--- src/rtl/rv32i_pkg.sv ---
// Shared RV32I pipeline types: NOP encoding, default datapath width
// and the IF/ID slot bundle.
package rv32i_pkg;

    localparam int DATA_WIDTH = 32;
    localparam logic [DATA_WIDTH-1:0] NOP_INSTR = 32'h0000_0013;

    typedef struct packed {
        logic [DATA_WIDTH-1:0] instr;
        logic [DATA_WIDTH-1:0] pc;
    } slot_t;

endpackage

--- src/rtl/if_id_perf.sv ---
// IF/ID performance counters: decode-side bubbles and flush events.
// Only instantiated when IF_ID_PERF_EN is defined.
module if_id_perf (
    input  logic        clk,
    input  logic        rst,
    input  logic        out_valid,
    input  logic        stall,
    input  logic        flush,
    output logic [31:0] bubble_count,
    output logic [31:0] flush_count
);

    logic [31:0] bubble_q, bubble_d;
    logic [31:0] flush_q, flush_d;

    always_comb begin
        bubble_d = bubble_q;
        flush_d  = flush_q;
        if (!out_valid && !stall) begin
            bubble_d = bubble_q + 32'd1;
        end
        if (flush) begin
            flush_d = flush_q + 32'd1;
        end
    end

    always_ff @(posedge clk or negedge rst) begin
        if (!rst) begin
            bubble_q <= '0;
            flush_q  <= '0;
        end else begin
            bubble_q <= bubble_d;
            flush_q  <= flush_d;
        end
    end

    assign bubble_count = bubble_q;
    assign flush_count  = flush_q;

endmodule

--- src/rtl/if_id_buffer.sv ---
// IF->ID two-entry skid buffer with flush-to-NOP.
// Define IF_ID_PERF_EN to add bubble_count/flush_count outputs.
module if_id_buffer
    import rv32i_pkg::*;
#(
    parameter int DataWidth = DATA_WIDTH
) (
    input  logic                 clk,
    input  logic                 rst,
    input  logic                 imem_valid,
    input  logic [DataWidth-1:0] instruction_in,
    input  logic [DataWidth-1:0] pc_in,
    input  logic                 flush,
    input  logic                 stall,
    output logic                 ready_out,
    output logic                 out_valid,
    output logic [DataWidth-1:0] instruction_out,
    output logic [DataWidth-1:0] pc_out
`ifdef IF_ID_PERF_EN
    ,
    output logic [31:0]          bubble_count,
    output logic [31:0]          flush_count
`endif
);

    localparam slot_t EMPTY_HEAD = '{instr: NOP_INSTR, pc: '0};
    localparam slot_t EMPTY_SKID = '0;

    logic [1:0] count_q, count_d;
    slot_t      head_q, head_d;
    slot_t      skid_q, skid_d;
    logic       out_valid_q, out_valid_d;
    slot_t      in_slot;
    logic       push;
    logic       pop;

    assign in_slot   = '{instr: instruction_in, pc: pc_in};
    assign ready_out = (count_q != 2'd2);
    assign push      = imem_valid && ready_out && !flush;
    assign pop       = out_valid_q && !stall;

    // Head always holds NOP/0 when empty so outputs need no extra muxing.
    always_comb begin
        count_d = count_q;
        head_d  = head_q;
        skid_d  = skid_q;
        if (flush) begin
            count_d = 2'd0;
            head_d  = EMPTY_HEAD;
            skid_d  = EMPTY_SKID;
        end else if (push && pop) begin
            head_d = in_slot;
        end else if (pop) begin
            if (count_q == 2'd2) begin
                head_d  = skid_q;
                skid_d  = EMPTY_SKID;
                count_d = 2'd1;
            end else begin
                head_d  = EMPTY_HEAD;
                count_d = 2'd0;
            end
        end else if (push) begin
            if (count_q == 2'd0) begin
                head_d  = in_slot;
                count_d = 2'd1;
            end else begin
                skid_d  = in_slot;
                count_d = 2'd2;
            end
        end
        out_valid_d = (count_d != 2'd0);
    end

    always_ff @(posedge clk or negedge rst) begin
        if (!rst) begin
            count_q     <= 2'd0;
            head_q      <= EMPTY_HEAD;
            skid_q      <= EMPTY_SKID;
            out_valid_q <= 1'b0;
        end else begin
            count_q     <= count_d;
            head_q      <= head_d;
            skid_q      <= skid_d;
            out_valid_q <= out_valid_d;
        end
    end

    assign out_valid       = out_valid_q;
    assign instruction_out = head_q.instr;
    assign pc_out          = head_q.pc;

`ifdef IF_ID_PERF_EN
    if_id_perf u_perf (
        .clk          (clk),
        .rst          (rst),
        .out_valid    (out_valid_q),
        .stall        (stall),
        .flush        (flush),
        .bubble_count (bubble_count),
        .flush_count  (flush_count)
    );
`endif

endmodule
--- config.mk ---
export PLATFORM = sky130hd
export DESIGN_NAME = if_id_buffer
export DESIGN_NICKNAME = d
export VERILOG_FILES = /design/src/rtl/rv32i_pkg.sv /design/src/rtl/if_id_perf.sv /design/src/rtl/if_id_buffer.sv
export SDC_FILE = /design/constraint.sdc
export NUM_CORES = 1
export LEC_CHECK = 0
export ABC_AREA = 1
export CAP_MARGIN = 20
export CORE_ASPECT_RATIO = 0.75
export CORE_UTILIZATION = 30
export CTS_BUF_LIST = sky130_fd_sc_hd__clkbuf_16
export DETAILED_ROUTE_END_ITERATION = 12
export SYNTH_ARGS = -nofsm -noshare
export SYNTH_HDL_FRONTEND = slang
export SYNTH_SLANG_ARGS = --single-unit
export TNS_END_PERCENT = 5
--- constraint.sdc ---
create_clock -name clk -period 3.35 [get_ports clk]
set_clock_uncertainty 0.05 [all_clocks]
set_input_delay 0.5025 -clock clk [delete_from_list [all_inputs] [get_ports clk]]
set_output_delay 0.5025 -clock clk [all_outputs]
set_load 0.005 [all_outputs]
---- Yosys cells after proc, flatten, opt, wreduce, memory -nomap -nowiden ----
Cells that the tools add are included.
operators by class
  $add $sub $neg .......................... 0
  multipliers ............................. 0
  magnitude comparators ................... 0
  shift operators ......................... 0
  bitwise logic cells ..................... 0
  reduce and logical (&&, ||, !) cells .... 13
  equal/unequal tests ..................... 5
  divide/modulo/power cells ............... 0
  multiplexer cells ....................... 18
operator list
  cell                                                    number
  2-to-1 mux 64 bit                                       12
  2-to-1 mux 2 bit                                        5
  nonzero test 4 bit                                      2
  logical AND 1 bit                                       4
  inequality test 2 bit (second input constant)           2
  AND reduction 4 bit                                     1
  inequality test 3 x 2 -> 1 bit (second input constant)  1
  inequality test 3 bit (second input constant)           1
  nonzero test 3 bit                                      1
  equality test 2 bit (second input constant)             1
  zero test 1 bit                                         2
  zero test 2 bit                                         1
  AND reduction 2 bit                                     1
  nonzero test 2 bit                                      1
  2-to-1 mux 1 bit                                        1
word-level totals
  memory bits (read-only) ................. 0
  register bits ........................... 131
  memories ................................ 0
  input bits .............................. 69
  latch bits .............................. 0
  bits in writable memories ............... 0

---- Longest topological paths before layout ----
  depth in word-level cells ............... 8
  gate-level depth with buffers ........... 9
  depth with buffers taken out ............ 8

---- Least setup slack after synthesis ----
Ideal clock, no wire load.
  path kind ............................... input -> register
  start point ............................. in flush
  end point ............................... reg head_q, in the netlist instruction_out[10]
  path buffers ............................ 3
  cell stages on the path ................. 8
  required time ........................... 3.178 ns
  slack ................................... 1.799 ns
  data arrival time ....................... 1.378 ns
  cell sequence ........................... buf_2 > nor2_4 > nand2_4 > nand2_4 > buf_6 > buf_6 > a21oi_1 > o21ai_1
between the ends
  word-level cells in the longest chain between the ends .. 5
  elaborated cells on any way between the ends .. 8
RTL lines
  item                                                                       line                RTL
  start: declaration                                                         if_id_buffer.sv:13  input logic flush,
  zero test 1 bit                                                            if_id_buffer.sv:39  assign push = imem_valid && ready_out && !flush;
  logical AND 1 bit                                                          if_id_buffer.sv:39
  logical AND 1 bit                                                          if_id_buffer.sv:51  end else if (push && pop) begin
  nonzero test 4 bit (no line) / 2-to-1 mux 64 bit (equally long branches)   n/a
  AND reduction 2 bit (no line) / 2-to-1 mux 64 bit (equally long branches)  n/a
  end signal: assignment                                                     if_id_buffer.sv:77  head_q <= EMPTY_HEAD;
  end signal: assignment                                                     if_id_buffer.sv:82  head_q <= head_d;
  end: declaration                                                           if_id_buffer.sv:30  slot_t head_q, head_d;
Parallel ways exist; a longest one is shown, timed or not.
A chain may end at the register's enable or synchronous reset.

---- Worst setup path after layout ----
  start point ............................. reg count_q[0]
  end point ............................... out ready_out
between the ends
  word-level cells in the longest chain between the ends .. 1
RTL lines
  item                      line                RTL
  start: declaration        if_id_buffer.sv:29  logic [1:0] count_q, count_d;
  start signal: assignment  if_id_buffer.sv:81  count_q <= count_d;
  inequality test 2 bit     if_id_buffer.sv:38  assign ready_out = (count_q != 2'd2);
  end: declaration          if_id_buffer.sv:15  output logic ready_out,
No other way between the ends.

==> metrics.yaml <==
status:
  outcome: "complete, no violations"
timing:
  period_minus_ws_final_ps: 2230
  final-setup-viol-count: 0
  fmax_mhz: 449
  final_min_period_over_clock_period: 0.664
  fin_setup_tns_ps: 0
  slew_violations: 0
  worst_tran_pin_value_ps: 663
  timing_hold_violations_final: 0
  rsz0062_at_grt: "false"
  slew_headroom: 0.557
setup_path:
  worstPathMaxFanout: 5
  setup_cp_type: "flip-flop to output port"
  start_kind: "flip-flop"
  worst_ep_arrival_time_ps: 1670
  worst-endpoint-required_ps: 2800
  worst_setup_path_end_kind: "output port"
detailed_routing:
  wl_per_cell_um: 13.8
  post_drt_via_cell_ratio: 4.45
  initialDrtViolationCount: 479
  detailroute.via_count: 5287
  post-route-drc-count: 0
  first_pass_iters: 5
  drtAntennaViolNets: 0
  postRouteWirelength_um: 16400
synthesis:
  synth-seq-area-share: 0.527
  ys_warn_count: 0
  synthDominantAreaCellType: "sky130_fd_sc_hd__dfrtp_1"
  synthTopCellsByArea: "sky130_fd_sc_hd__dfrtp_1 (51%), sky130_fd_sc_hd__nand2_1 (16%), sky130_fd_sc_hd__inv_1 (8.2%)"
  syn_inst: 793
  mappedNetlistNets: 862
  synthDistinctLibCells: 23
  syn_area_per_cell_um2: 7.86
  synth_top_area_frac: 0.514
  post_synth_instance_area_um2: 6230
  postSynthRegisterBits: 131
placement:
  placement.io_buffers: 134
  dp_cells: 1156
  gp_routability_congestion: 0.781
  place.detailed.hpwl_um: 10200
clock_tree:
  clock_path_buffers: 2
  clock_slew_at_reported_path_ffs_ps: 60
  cts.hold.buffers_added: 0
  postCtsResizedCells: 0
  clock_sink_count: 131
  post-cts-setup-buffer-count: 0
  cts_htree_levels: 4
  cts_tree: "yes"
  cts_made_buffers: 17
  clock_tree.root_cell: "sky130_fd_sc_hd__clkbuf_16"
  clk_latency_ps: 410
pwr:
  power.density_cell_area_nw_per_um2: 551
  leakage_nw: 3.98
  vdd_ir_drop_max_uv: 245
  power_after_layout_w: 0.00461
floorplanning:
  floorplan.die.height_um: 127
  core_area_um2: 20300
  floorplan.die.width_um: 168
  die_footprint_um2: 21400
  floorplan.rows: 45
  initial_cell_density_of_the_core: 0.307
  boundaryPins: 135
grt:
  grt_overflow: 0
  first_global_vias: 5059
  grt_first_pass_wirelength_um: 27100
  grt_met1_use: 0.231
  gr_util_met2: 0.239
  grt_peak_use_layer: "met2"
  largest_net_degree_at_the_start_of_global_routing: 68
  grt_use_met3: 0.0484
  grtUsageTotal: 0.163
  antenna_found_initial: 1
cells_and_area:
  final_layout_size_suffix_gt1_frac: 0.0699
  n_fill_cell: 2015
  post_layout_nonfiller_instances: 1189
  finalNetCount: 986
  layout_common_cells: "sky130_fd_sc_hd__nand2_1 (266), sky130_fd_sc_hd__inv_1 (136), sky130_fd_sc_hd__clkdlybuf4s50_1 (133)"
  layout_commonest_cell: "sky130_fd_sc_hd__nand2_1"
  synthToLayoutAreaGrowth_pct: 34.4
flow_run:
  drv_cap: 0
min_path:
  classification_of_the_worst_slack_hold_path: "input port to asynchronous set/reset pin"
## synthesized netlist by cell type, drive strengths merged
cell type,instances
a21oi,63
buf,39
clkbuf,5
dfrtp,128
dfstp,3
inv,138
nand2,270
nand3,11
nand4,1
nor2,6
nor3,1
o211ai,1
o21ai,124
or2,3
## worst paths after layout
kind	start	to	slack, ps	cells past startpoint
max in group asynchronous	rst	pc_out[19]	2430	2
setup reg to reg	count_q[0]	pc_out[1]	1440	8
setup / recovery	count_q[0]	ready_out	1120	3
hold / removal	rst	instruction_out[8]	10	1
hold reg to reg	instruction_out[24]	instruction_out[24]	430	2
min in group clk	instruction_out[24]	instruction_out[24]	430	2
## power breakdown
| part | total (W) | switching [W] | internal [W] |
|---|---|---|---|
| clock network | 0.00188 | 0.000716 | 0.00116 |
| registers | 0.00183 | 0.0000937 | 0.00174 |
| logic | 0.000900 | 0.000482 | 0.000419 |
## routing by layer
metal | vias to the layer above | wire [um] | part of all wire
met5 | - | 0 | 0
met4 | 0 | 239 | 0.015
met3 | 13 | 987 | 0.060
met2 | 144 | 6960 | 0.42
met1 | 2440 | 8250 | 0.50
li1 | 2690 | - | -
## critical path, stage by stage, from the launching register on
cell                              delay, ps
sky130_fd_sc_hd__dfrtp_1                450
sky130_fd_sc_hd__inv_2                   80
sky130_fd_sc_hd__nand2_2                140
sky130_fd_sc_hd__clkdlybuf4s50_1        600
## per-stage QoR
stage                     hold slack [ps]  utilization  cell area, um2  worst slack, ps
after global placement                422        0.384            7780              741
after floorplan                       157            -            6230             1800
after CTS                            33.9        0.413            8370             1110
final                                12.1        0.413            8370             1120
after global routing                 54.3        0.413            8370              995
after detailed placement              422        0.384            7780              707
## area by class of cell
| type | count | area (um2) | share of cell area |
|---|---|---|---|
| Antenna cell | 1 | 2.50 | 0.000299 |
| Clock buffer | 17 | 425 | 0.0508 |
| Clock inverter | 15 | 164 | 0.0196 |
| Inverter | 138 | 518 | 0.0619 |
| Multi-Input combinational cell | 480 | 2150 | 0.257 |
| Sequential cell | 131 | 3280 | 0.392 |
| Tap cell | 258 | 323 | 0.0385 |
| Timing Repair Buffer | 149 | 1510 | 0.180 |
## logic make-up after synthesis
group,count (synthesis),share of synthesized area
buffers and inverters,182,0.128
AO/OA/AOI/OAI,188,0.155
AND/OR/NAND/NOR,292,0.190
flip-flops,131,0.527
## sequential cells by signal, summed over array words and instances, names as in the netlist
signal,count
skid_q,64
instruction_out,32
pc_out,32
count_q,2
out_valid,1
Power figures use the tool's default switching activity.
